==> src/rtl/sev_seg_scan.sv <==
// Time-multiplexed six-digit 7-segment scanner with anti-ghost blanking,
// 16-level brightness PWM and per-digit blinking. All outputs are registered.
module sev_seg_scan #(
  parameter int unsigned SCAN_DIV    = 24999,
  parameter int unsigned BLANK_CYC   = 500,
  parameter int unsigned BLINK_DIV   = 12499999,
  parameter bit          SEG_ACT_LOW = 1'b1,
  parameter bit          DIG_ACT_LOW = 1'b1
) (
  input  logic            clk,
  input  logic            rst,
  input  logic            en,
  input  logic [5:0][6:0] seg_in,
  input  logic [5:0]      blink_mask,
  input  logic [3:0]      bright,
  output logic [6:0]      seg_out,
  output logic [5:0]      dig_sel,
  output logic            frame_tick
);

  localparam int unsigned SlotW  = $clog2(SCAN_DIV + 1);
  localparam int unsigned BlinkW = $clog2(BLINK_DIV + 1);

  localparam logic [SlotW-1:0]  SlotLast  = SlotW'(SCAN_DIV);
  localparam logic [SlotW-1:0]  BlankLast = SlotW'(BLANK_CYC - 1);
  localparam logic [BlinkW-1:0] BlinkLast = BlinkW'(BLINK_DIV);
  localparam logic [6:0]        SegOff    = SEG_ACT_LOW ? 7'h7F : 7'h00;
  localparam logic [5:0]        DigOff    = DIG_ACT_LOW ? 6'h3F : 6'h00;

  typedef enum logic [1:0] {StIdle, StBlank, StDrive} state_e;

  state_e            state_q, state_d;
  logic [SlotW-1:0]  slot_cnt_q, slot_cnt_d;
  logic [2:0]        dig_idx_q, dig_idx_d;
  logic [3:0]        pwm_cnt_q, pwm_cnt_d;
  logic [6:0]        seg_hold_q, seg_hold_d;
  logic [BlinkW-1:0] blink_cnt_q;
  logic              blink_ph_q;
  logic [6:0]        seg_d;
  logic [5:0]        dig_d;
  logic              tick_d;
  logic              slot_end;
  logic              lit;

  assign slot_end = (state_q == StDrive) && (slot_cnt_q == SlotLast);

  // State register
  always_ff @(posedge clk or negedge rst) begin
    if (!rst) state_q <= StIdle;
    else      state_q <= state_d;
  end

  // Next-state logic; a low enable always wins, including on a slot wrap
  always_comb begin
    state_d = state_q;
    if (!en) begin
      state_d = StIdle;
    end else begin
      unique case (state_q)
        StIdle:  state_d = StBlank;
        StBlank: if (slot_cnt_q == BlankLast) state_d = StDrive;
        StDrive: if (slot_end) state_d = StBlank;
        default: state_d = StIdle;
      endcase
    end
  end

  // Slot datapath
  always_comb begin
    slot_cnt_d = slot_cnt_q;
    dig_idx_d  = dig_idx_q;
    pwm_cnt_d  = pwm_cnt_q;
    seg_hold_d = seg_hold_q;
    if (!en || state_q == StIdle) begin
      slot_cnt_d = '0;
      dig_idx_d  = '0;
      pwm_cnt_d  = '0;
    end else begin
      slot_cnt_d = slot_cnt_q + 1'b1;
      // Latch the pattern once per slot so mid-slot input changes cannot glitch
      if (state_q == StBlank && slot_cnt_q == '0) seg_hold_d = seg_in[dig_idx_q];
      if (state_q == StDrive) pwm_cnt_d = pwm_cnt_q + 1'b1;
      if (slot_end) begin
        slot_cnt_d = '0;
        pwm_cnt_d  = '0;
        dig_idx_d  = (dig_idx_q == 3'd5) ? 3'd0 : dig_idx_q + 3'd1;
      end
    end
  end

  always_ff @(posedge clk or negedge rst) begin
    if (!rst) begin
      slot_cnt_q <= '0;
      dig_idx_q  <= '0;
      pwm_cnt_q  <= '0;
      seg_hold_q <= '0;
    end else begin
      slot_cnt_q <= slot_cnt_d;
      dig_idx_q  <= dig_idx_d;
      pwm_cnt_q  <= pwm_cnt_d;
      seg_hold_q <= seg_hold_d;
    end
  end

  // Free-running blink timer, independent of enable
  always_ff @(posedge clk or negedge rst) begin
    if (!rst) begin
      blink_cnt_q <= '0;
      blink_ph_q  <= 1'b0;
    end else if (blink_cnt_q == BlinkLast) begin
      blink_cnt_q <= '0;
      blink_ph_q  <= ~blink_ph_q;
    end else begin
      blink_cnt_q <= blink_cnt_q + 1'b1;
    end
  end

  // Output decode; XOR against the off level applies polarity
  assign lit = (pwm_cnt_q <= bright) && !(blink_mask[dig_idx_q] && blink_ph_q);

  always_comb begin
    seg_d  = SegOff;
    dig_d  = DigOff;
    tick_d = 1'b0;
    if (en && state_q == StDrive) begin
      tick_d = slot_end && (dig_idx_q == 3'd5);
      if (lit) begin
        dig_d = DigOff ^ (6'd1 << dig_idx_q);
        seg_d = SegOff ^ seg_hold_q;
      end
    end
  end

  always_ff @(posedge clk or negedge rst) begin
    if (!rst) begin
      seg_out    <= SegOff;
      dig_sel    <= DigOff;
      frame_tick <= 1'b0;
    end else begin
      seg_out    <= seg_d;
      dig_sel    <= dig_d;
      frame_tick <= tick_d;
    end
  end

endmodule
==> config.mk <==
export PLATFORM = sky130hd
export DESIGN_NAME = sev_seg_scan
export DESIGN_NICKNAME = d
export VERILOG_FILES = /design/src/rtl/sev_seg_scan.sv
export SDC_FILE = /design/constraint.sdc
export NUM_CORES = 1
export LEC_CHECK = 0
export CAP_MARGIN = 25
export CORE_ASPECT_RATIO = 0.5
export CORE_MARGIN = 2
export CORE_UTILIZATION = 52
export DETAILED_ROUTE_END_ITERATION = 7
export GPL_TIMING_DRIVEN = 0
export PLACE_DENSITY_LB_ADDON = 0.12
export SLEW_MARGIN = 20
export SYNTH_ARGS = -nofsm -noshare
export SYNTH_HDL_FRONTEND = slang
export SYNTH_SLANG_ARGS = --single-unit
==> constraint.sdc <==
create_clock -name clk -period 2.8 [get_ports clk]
set_clock_uncertainty 0.15 [all_clocks]
set_input_delay 0.28 -clock clk [delete_from_list [all_inputs] [get_ports clk]]
set_output_delay 0.28 -clock clk [all_outputs]
set_load 0.03 [all_outputs]
# ---- Word-level counts from Yosys, hierarchy flattened
# Index checks and enable logic that the tools add are counted.
dict set report totals {
  ff_bits 70
  output_inout_bits 14
}
dict set report op_classes {
  addsub 4
  order_cmp 2
  eq_ne 8
  n_shift 1
  mux 22
  bitwise_logic 4
  reduce_logical 15
}
# operator count
set op_table {}
lappend op_table {{two-way mux 15 bit} 2}
lappend op_table {{adder 24 x 1 -> 24 bit, second input constant} 1}
lappend op_table {{equality test 24 bit, second input constant} 1}
lappend op_table {{two-way mux 24 bit} 1}
lappend op_table {{binary-select mux 7 bit (select 3 bit)} 1}
lappend op_table {{two-way mux 7 bit} 3}
lappend op_table {{adder 15 x 1 -> 15 bit, second input constant} 1}
lappend op_table {{equality test 15 bit, second input constant} 1}
lappend op_table {{equality test 15 x 9 -> 1 bit, second input constant} 1}
lappend op_table {{zero test 15 bit} 1}
lappend op_table {{two-way mux 4 bit} 3}
lappend op_table {{two-way mux 6 bit} 2}
lappend op_table {{two-way mux 3 bit} 3}
lappend op_table {{inverter 7 bit} 1}
lappend op_table {{logical AND 1 bit} 6}
lappend op_table {{two-way mux 2 bit} 3}
lappend op_table {{!= test 3 bit, second input constant} 2}
lappend op_table {{inverter 6 bit} 1}
lappend op_table {{case mux 2 bit (3 select lines)} 1}
lappend op_table {{<< shifter 1 x 3 -> 6 bit, first input constant} 1}
lappend op_table {{adder 4 x 1 -> 4 bit, second input constant} 1}
lappend op_table {{<= comparator 4 bit} 1}
lappend op_table {{less-than comparator 3 x 4 -> 1 bit, second input constant} 1}
lappend op_table {{AND reduction 2 bit} 2}
lappend op_table {{other kinds (12)} 15}

# ---- Depth between registers and ports, before layout
# Gate-level depths: netlist (run 1).
dict set report depth {
  word_depth 7
  depth_mapped 8
}

# ---- Worst setup path before layout (run 1)
# Ideal clock, no wire load.
dict set report synth_path {
  kind {register to register}
  startpoint {reg dig_idx_q[0]}
  endpoint {reg dig_idx_q[2]}
  arrival_ps 2025
  path_slack_ps 547
  path_stages_with_launch 9
  synth_period_minus_slack_ps 2253
  path_cell_list {dfrtp_1 buf_2 buf_2 buf_1 and2_1 ha_1 a21oi_1 or3b_1 a21oi_1}
}
dict set report synth_via {
  elab_chain_len 4
  elab_cells_between_ends 5
  cone_classes {add/sub: 1; eq/ne: 1; mux: 3}
}
# element line
set synth_rtl {}
lappend synth_rtl {{start: declaration} 34} ;# logic [2:0] dig_idx_q, dig_idx_d;
lappend synth_rtl {{start signal: assignment} 99} ;# dig_idx_q <= dig_idx_d;
lappend synth_rtl {{adder 3 x 1 -> 3 bit or equality test 3 bit (tied branches)} 86} ;# dig_idx_d = (dig_idx_q == 3'd5) ? 3'd0 : dig_idx_q + 3'd1;
lappend synth_rtl {{two-way mux 3 bit *} 86}
lappend synth_rtl {{two-way mux 3 bit *} 83} ;# if (slot_end) begin
lappend synth_rtl {{two-way mux 3 bit *} 74} ;# if (!en || state_q == StIdle) begin
# Every way passes the cells marked *; elsewhere a longest branch is shown, timed or not. The select of a mux whose other input is x is not followed.
# A chain may end at the register's enable or synchronous reset.

# ---- Worst setup path in the final report (run 1)
dict set report layout_path {
  startpoint {reg slot_cnt_q[0]}
  endpoint {reg seg_hold_q[5]}
}
dict set report layout_via {
  elab_chain_len 3
}
# element line
set layout_rtl {}
lappend layout_rtl {{start: declaration} 33} ;# logic [SlotW-1:0] slot_cnt_q, slot_cnt_d;
lappend layout_rtl {{start signal: assignment} 98} ;# slot_cnt_q <= slot_cnt_d;
lappend layout_rtl {{zero test 15 bit} 81} ;# if (state_q == StBlank && slot_cnt_q == '0) seg_hold_d = seg_in[dig_idx_q];
lappend layout_rtl {{logical AND 1 bit} 81}
lappend layout_rtl {{AND reduction 2 bit (no source line)} -}
lappend layout_rtl {{end signal: assignment} 101} ;# seg_hold_q <= seg_hold_d;
lappend layout_rtl {{end: declaration} 36} ;# logic [6:0] seg_hold_q, seg_hold_d;
# Every way passes these cells.

==> results of run 1 <==
## flip-flops by register name (all words and copies together) (netlist names)
signal       cells
blink_cnt_q     24
slot_cnt_q      15
seg_hold_q       7
seg_out          7
dig_sel          6
pwm_cnt_q        4
dig_idx_q        3
state_q          2
blink_ph_q       1
frame_tick       1
## cell families (layout without fill, tap and decap cells)
family	count (synthesis)	count (layout)	synth area share (%)
and+or+nand+nor	152	152	22.6
DFF	70	70	47.8
AOI/OAI and AO/OA	41	41	6.77
buffers and inverters	31	117	3.45
xor gates and xnor gates	29	29	6.87
muxes	24	24	9.44
adders and majority gates	9	9	3.05
## synthesized netlist by cell type, drive strengths merged (4+ instances only)
cell    number
dfrtp       57
nor2        29
nand2       27
nand4       27
xnor2       19
o21ai       18
inv         14
nand3       14
dfstp       13
a21oi       11
clkbuf      11
xor2        10
ha           9
mux2i        9
mux4         8
nor3         8
mux2         7
or4          7
and2         6
and4         6
nor4         6
o31ai        6
or3          6
buf          5
nor2b        4
## path summary, 6_finish.rpt
check | startpoint | cells past startpoint | endpoint | slack [ns]
worst max register to register | slot_cnt_q[0]$_DFF_PN0_ | 6 | seg_hold_q[5]$_DFFE_PN0P_ | 0.27
worst min register to register | seg_hold_q[0]$_DFFE_PN0P_ | 1 | seg_out[0]$_DFF_PN1_ | 0.29
worst max-delay path | slot_cnt_q[0]$_DFF_PN0_ | 6 | seg_hold_q[5]$_DFFE_PN0P_ | 0.27
max in group asynchronous | rst | 3 | seg_out[0]$_DFF_PN1_ | 1.74
min in group clk | seg_hold_q[0]$_DFFE_PN0P_ | 1 | seg_out[0]$_DFF_PN1_ | 0.29
worst min-delay path | rst | 2 | blink_cnt_q[15]$_DFF_PN0_ | 0.18
## worst max-delay path: cells and delay by family, from the launching register on
kind	cells	cell delay [ns]
buffers and inverters	1	0.08
DFF	1	0.41
adders and majority gates	1	0.15
muxes	1	0.45
and+or+nand+nor	3	1.16
## timing repair
item | CTS | global route
setup buffers | 0 | 0
gates resized for setup | 0 | 1
hold buffers | 1 | 0
endpoints found under the setup margin | 0 | 10
endpoints found under the hold margin | 57 | 0
## area by class of cell
cell class,count,share of cell area [%]
multi-input combinational,255,37.1
sequential,70,36.4
timing repair buffer,70,14.7
clock buffer,10,4.91
tap,92,2.37
clock inverter,6,1.90
buffer,16,1.47
inverter,15,1.16
## through the flow
stage	util, %	setup TNS [ns]	setup WS (ns)	instance area [µm²]
2_1_floorplan	-	0	0.547	3700
3_3_place_gp	66.3	-54.71	-0.927	4490
3_5_place_dp	66.6	0	0.118	4520
4_1_cts	71.7	0	0.104	4860
5_1_grt	71.7	0	0.0497	4860
6_report	71.7	0	0.266	4860
## metal layers
layer | GRT usage, % | part of all wire, % | wire [µm]
met1 | 29.9 | 41 | 3650
met2 | 42.9 | 53 | 4740
met3 | 7.34 | 3.4 | 301
met4 | 8.10 | 2.2 | 197
met5 | 0 | 0 | 0
## power by group through the flow
stage | registers [mW] | clock network [mW] | logic (mW)
2_1_floorplan | 1.06 | 0 | 0.0539
3_3_place_gp | 1.06 | 0 | 0.155
3_5_place_dp | 1.07 | 0 | 0.166
4_1_cts | 1.05 | 1.28 | 0.169
5_1_grt | 1.05 | 1.33 | 0.180
6_report | 1.05 | 1.26 | 0.167
==> impl_results.md, run 1 <==
- CTS Sinks: 70
- Vias/cell: around 5.8
- Most common cell after layout, fill and taps aside: clkdlybuf4s50_1
- Final Max Tran Viols: 0
- Total core area: 6780 µm²
- CP Cell Sequence: inv_1 -> ha_1 -> or4b_2 -> nor3_1 -> nand4_1 -> mux2_2
- Diode count: 0
- Post-Syn Instances: about 360
- Count of unique library cells instantiated by Yosys: 42
- Top Ports: 69
- Die Area: ~8000 µm²
- Worst slew margin: between 60% and 70%
- # rows: 21
- Register area: about 1800 µm²
- HPWL Detailed: 6440 µm
- Final hold slack: 0.182 ns
- Post-Syn Area per Cell: a little over 10 µm²
- Total power: roughly 2.5 mW
- CP max stage delay: 0.59 ns
- CP Class: reg -> reg
- Clk slew on worst S/H paths: 0.06 ns
- Post-synth top area share: 38.6%
- H-tree levels: 3
- DRC: 0
- Most frequent cells in the layout: clkdlybuf4s50_1 (67), dfrtp_1 (57), nor2_1 (29)
- DIE WIDTH: 123 µm
- Status: complete, no violations
- Final setup fails: 0
- Crit-path slowest cell: or4b_2
- Commonest register cell after synthesis: dfrtp_1
- Vias in the first global route: a little over 3,000
- Bufs on Longest Clock Path: 2
- Post-Layout Cell Count: about 530
- Nets: around 500
- Worst-skew pair later-pin latency: around 0.34 ns
- Inst Count DP: 517
- Seq/Total Area, Yosys: 47.8%
- CTS tree: done
- Vias: slightly above 3,000
- Post-Synthesis Cell Area: roughly 3700 µm²
- Seq pwr share: a little over two fifths
- Worst-path fanout max: 7
- WL/cell: approximately 17 µm
- Internal power: 1.95 mW
- RSZ-0062 raised after global routing: false
- Worst setup SP type: flip-flop
- Post-synthesis net count: 420
- First-pass DRT Iterations: 4
- Share of layout cells above drive strength 1: between 10% and 20%
- Initial antenna violation count: 0
- Sw frac: approximately a fifth
- Max-cap violation count: 0
- VDD IR max: between 0.3 and 0.4 mV
- Area leader, netlist: dfrtp_1
- Logic pwr share: 6.7%
- Tmin final: 2.53 ns
- Post-synth EDFFs: 0
- Largest net degree at the start of global routing: 59
- Static leakage: between 1.5 and 2 nW
- Data arrival, critical path: between 2 and 3 ns
- Root Driver: clkbuf_16
- Required time worst endpoint: between 2 and 3 ns
- GR Util All Layers: 24.9%
- Hold WC Path Type: in -> async
- # fillers: about 500
- Initial Util: between 50% and 60%
- Switching Power: around 530 µW
- Crit end category: flip-flop
- Layout overhead on the synthesized area: 31.6%
- Multi-input gate area: 1810 µm²
- Hold Vio Cnt, Final: 0
- GRT Residual Overflow: 0
- Seq cells post-synth: 70
- First-pass GRT wire length: approximately 15,000 µm
- Iter 0 DRT Violations: between 150 and 200
- CTS Buf Count: 9
- Max Freq: around 0.39 GHz
- Final WL: approximately 8900 µm
- PwrDens: 510 nW/µm²
- Yosys warning total: 0
- Worst-Margin Slew: 0.521 ns
- Clk pwr share: between 50 and 60%
- Top post-synthesis cells by area: dfrtp_1 (39%), dfstp_2 (9.2%), mux4_2 (4.9%)
- Fin crit share: 90.5%
- Die height: around 64 µm
- I/O Buffers: 68
- Async SR Flop Fraction: 100%
- GP Congestion: roughly 0.9
- DRT antenna net count: 0
Note: power is estimated with default switching activity, not from simulation.
==> run 2: changes to the inputs <==
--- a/config.mk
+++ b/config.mk
@@ -12,6 +12,7 @@
 export DETAILED_ROUTE_END_ITERATION = 7
 export GPL_TIMING_DRIVEN = 0
 export PLACE_DENSITY_LB_ADDON = 0.12
+export RECOVER_POWER = 100
 export SLEW_MARGIN = 20
 export SYNTH_ARGS = -nofsm -noshare
 export SYNTH_HDL_FRONTEND = slang
==> impl_results.md, run 2 (synthesis results as in run 1) <==
- Most frequent cells in the layout: dfrtp_1 (57), clkdlybuf4s50_1 (53), nor2_1 (29)
- Top flop regs: blink_cnt_q: 24 flops, slot_cnt_q: 15 flops
- H-tree levels: 3
- Worst-Margin Slew: between 1 and 1.5 ns
- Crit-path slowest cell: clkbuf_1
- GR Util All Layers: 24.9%
- Number of flip-flops in the largest register: 24
- CTS Sinks: 70
- Required time worst endpoint: 2.90 ns
- Worst-path fanout max: 10
- Tmin final: ~2.5 ns
- Worst-skew pair later-pin latency: approximately 0.34 ns
- PwrDens: ~510 nW/µm²
- Total power: between 2 and 2.5 mW
- CTS Buf Count: 9
- DRT antenna net count: 0
- HPWL Detailed: between 6000 and 7000 µm
- Hold Vio Cnt, Final: 0
- Static leakage: between 1.5 and 2 nW
- VDD IR max: roughly 0.34 mV
- CP Class: reg -> reg
- Iter 0 DRT Violations: approximately 190
- Die height: between 60 and 70 µm
- Data arrival, critical path: around 2.7 ns
- R2r endpoint: dig_idx_q[2]$_DFFE_PN0P_
- Layout overhead on the synthesized area: 30.6%
- WHS Endpoint: seg_out[0]$_DFF_PN1_
- Hold depth: 1
- WP buf/inv: 3
- Largest net degree at the start of global routing: 59
- RSZ-0062 raised after global routing: false
- Worst reg2reg startpoint: dig_idx_q[0]$_DFFE_PN0P_
- Diode count: 0
- Nets: around 500
- I/O Buffers: slightly below 70
- Family with the most delay on the worst path: buffers and inverters
- Share of layout cells above drive strength 1: 11.5%
- Root Driver: clkbuf_16
- Clk slew on worst S/H paths: ~0.060 ns
- Final setup fails: 0
- Max Freq: slightly below 0.4 GHz
- HP Start: seg_hold_q[0]$_DFFE_PN0P_
- GP Congestion: approximately 0.9
- Vias/cell: a little under 6
- Worst setup SP type: flip-flop
- Status: complete, no violations
- Total core area: 6780 µm²
- Setup Fix Bufs, Post-CTS: 0
- Top Ports: a little under 70
- WL/cell: around 17 µm
- CP max stage delay: between 0.3 and 0.4 ns
- Initial antenna violation count: 0
- Initial Util: 54.5%
- Crit path top cell by count: a21oi_1
- Most flop-heavy register: blink_cnt_q
- Reg-to-reg slack, setup: 0.26 ns
- DRC: 0
- Most common cell after layout, fill and taps aside: dfrtp_1
- Fin crit share: between 90% and 100%
- First-pass DRT Iterations: 4
- Reg2Reg Depth: 8
- Vias: a little over 3,000
- Hold WC Path Type: reg -> reg
- Die Area: roughly 8000 µm²
- Worst slew margin: between 10 and 15%
- CTS tree: done
- DIE WIDTH: 123 µm
- Final Max Tran Viols: 0
- Bufs on Longest Clock Path: 2
- First-pass GRT wire length: between 15,000 and 20,000 µm
- CP Cell Sequence: buf_2 -> clkbuf_2 -> clkbuf_1 -> and2_1 -> ha_1 -> a21oi_1 -> or3b_1 -> a21oi_1
- Vias in the first global route: 3,093
- Final WL: ~9000 µm
- Crit end category: flip-flop
- Max-cap violation count: 0
- Fin util: between 70% and 80%
- # rows: 21
- GRT Residual Overflow: 0
[run 2: cell types whose count changed in the layout (fill, tap and decap cells not counted), sizes merged]
cell           previous run  this run
clkdlybuf4s50            67        53
clkbuf                   21        26
dlygate4sd3               1        15
buf                       7         2
[run 2: how the worst max path moves through the flow]
stage                             startpoint                   endpoint  slack [ns]  cells after the start
floorplan           dig_idx_q[0]$_DFFE_PN0P_   dig_idx_q[2]$_DFFE_PN0P_        0.55                      8
global placement                         rst   slot_cnt_q[11]$_DFF_PN0_       -0.93                      1
detailed placement  blink_cnt_q[0]$_DFF_PN0_  blink_cnt_q[12]$_DFF_PN0_        0.12                      7
CTS                 blink_cnt_q[0]$_DFF_PN0_  blink_cnt_q[12]$_DFF_PN0_        0.10                      7
global route        dig_idx_q[0]$_DFFE_PN0P_   dig_idx_q[2]$_DFFE_PN0P_        0.03                      8
finish              dig_idx_q[0]$_DFFE_PN0P_   dig_idx_q[2]$_DFFE_PN0P_        0.26                      8
[run 2: repair_timing]
item / 4_1_cts / 5_1_grt
setup endpoints to repair: 0 / 10
hold endpoints to repair: 57 / 0
gates resized for setup: 0 / 1
hold buffers: 1 / 0
[run 2: worst reg2reg max path: cells and delay by family (launching register included)]
family,cells,cell delay (ns)
flops,1,0.31
simple gates,2,0.54
compound gates,2,0.26
fa+ha+maj,1,0.22
buf+inv,3,0.98
[run 2: metrics by stage]
| step | hold WS [ns] | setup WS, ns | area, µm² | TNS [ns] | cells |
|---|---|---|---|---|---|
| final | 0.286 | 0.259 | 4830 | 0 | 534 |
| after global routing | 0.308 | 0.0286 | 4830 | 0 | 534 |
| after CTS | 0.178 | 0.104 | 4860 | 0 | 534 |
| after detailed placement | -0.00610 | 0.118 | 4520 | 0 | 517 |
| after global placement | 0.267 | -0.927 | 4490 | -54.71 | 516 |
| after floorplan | -0.166 | 0.547 | 3700 | 0 | 356 |
[run 2: area by class of cell]
class                   instances  area [µm²]
flip-flops and latches         70        1770
repair buffers                 70         689
multi-input cells             255        1800
clock inverters                 6        92.6
well taps                      92         115
fillers                       503        1950
plain buffers                  16        63.8
clock buffers                  10         239
inverters                      15        56.3
[run 2: per-layer routing]
| layer | track usage [%] | part of all wire (%) | vias to the layer above |
|---|---|---|---|
| met4 | 8.10 | 2.0 | 0 |
| met5 | 0 | 0 | - |
| li1 | - | - | 1469 |
| met2 | 42.9 | 53 | 61 |
| met1 | 29.9 | 41 | 1535 |
| met3 | 7.34 | 3.7 | 19 |
[run 2: report_power, final]
part           switching [mW]  internal (mW)  total, mW
Clock                   0.451          0.810       1.26
Sequential             0.0149           1.03       1.05
Combinational          0.0589          0.103      0.162
Total                   0.524           1.95       2.47
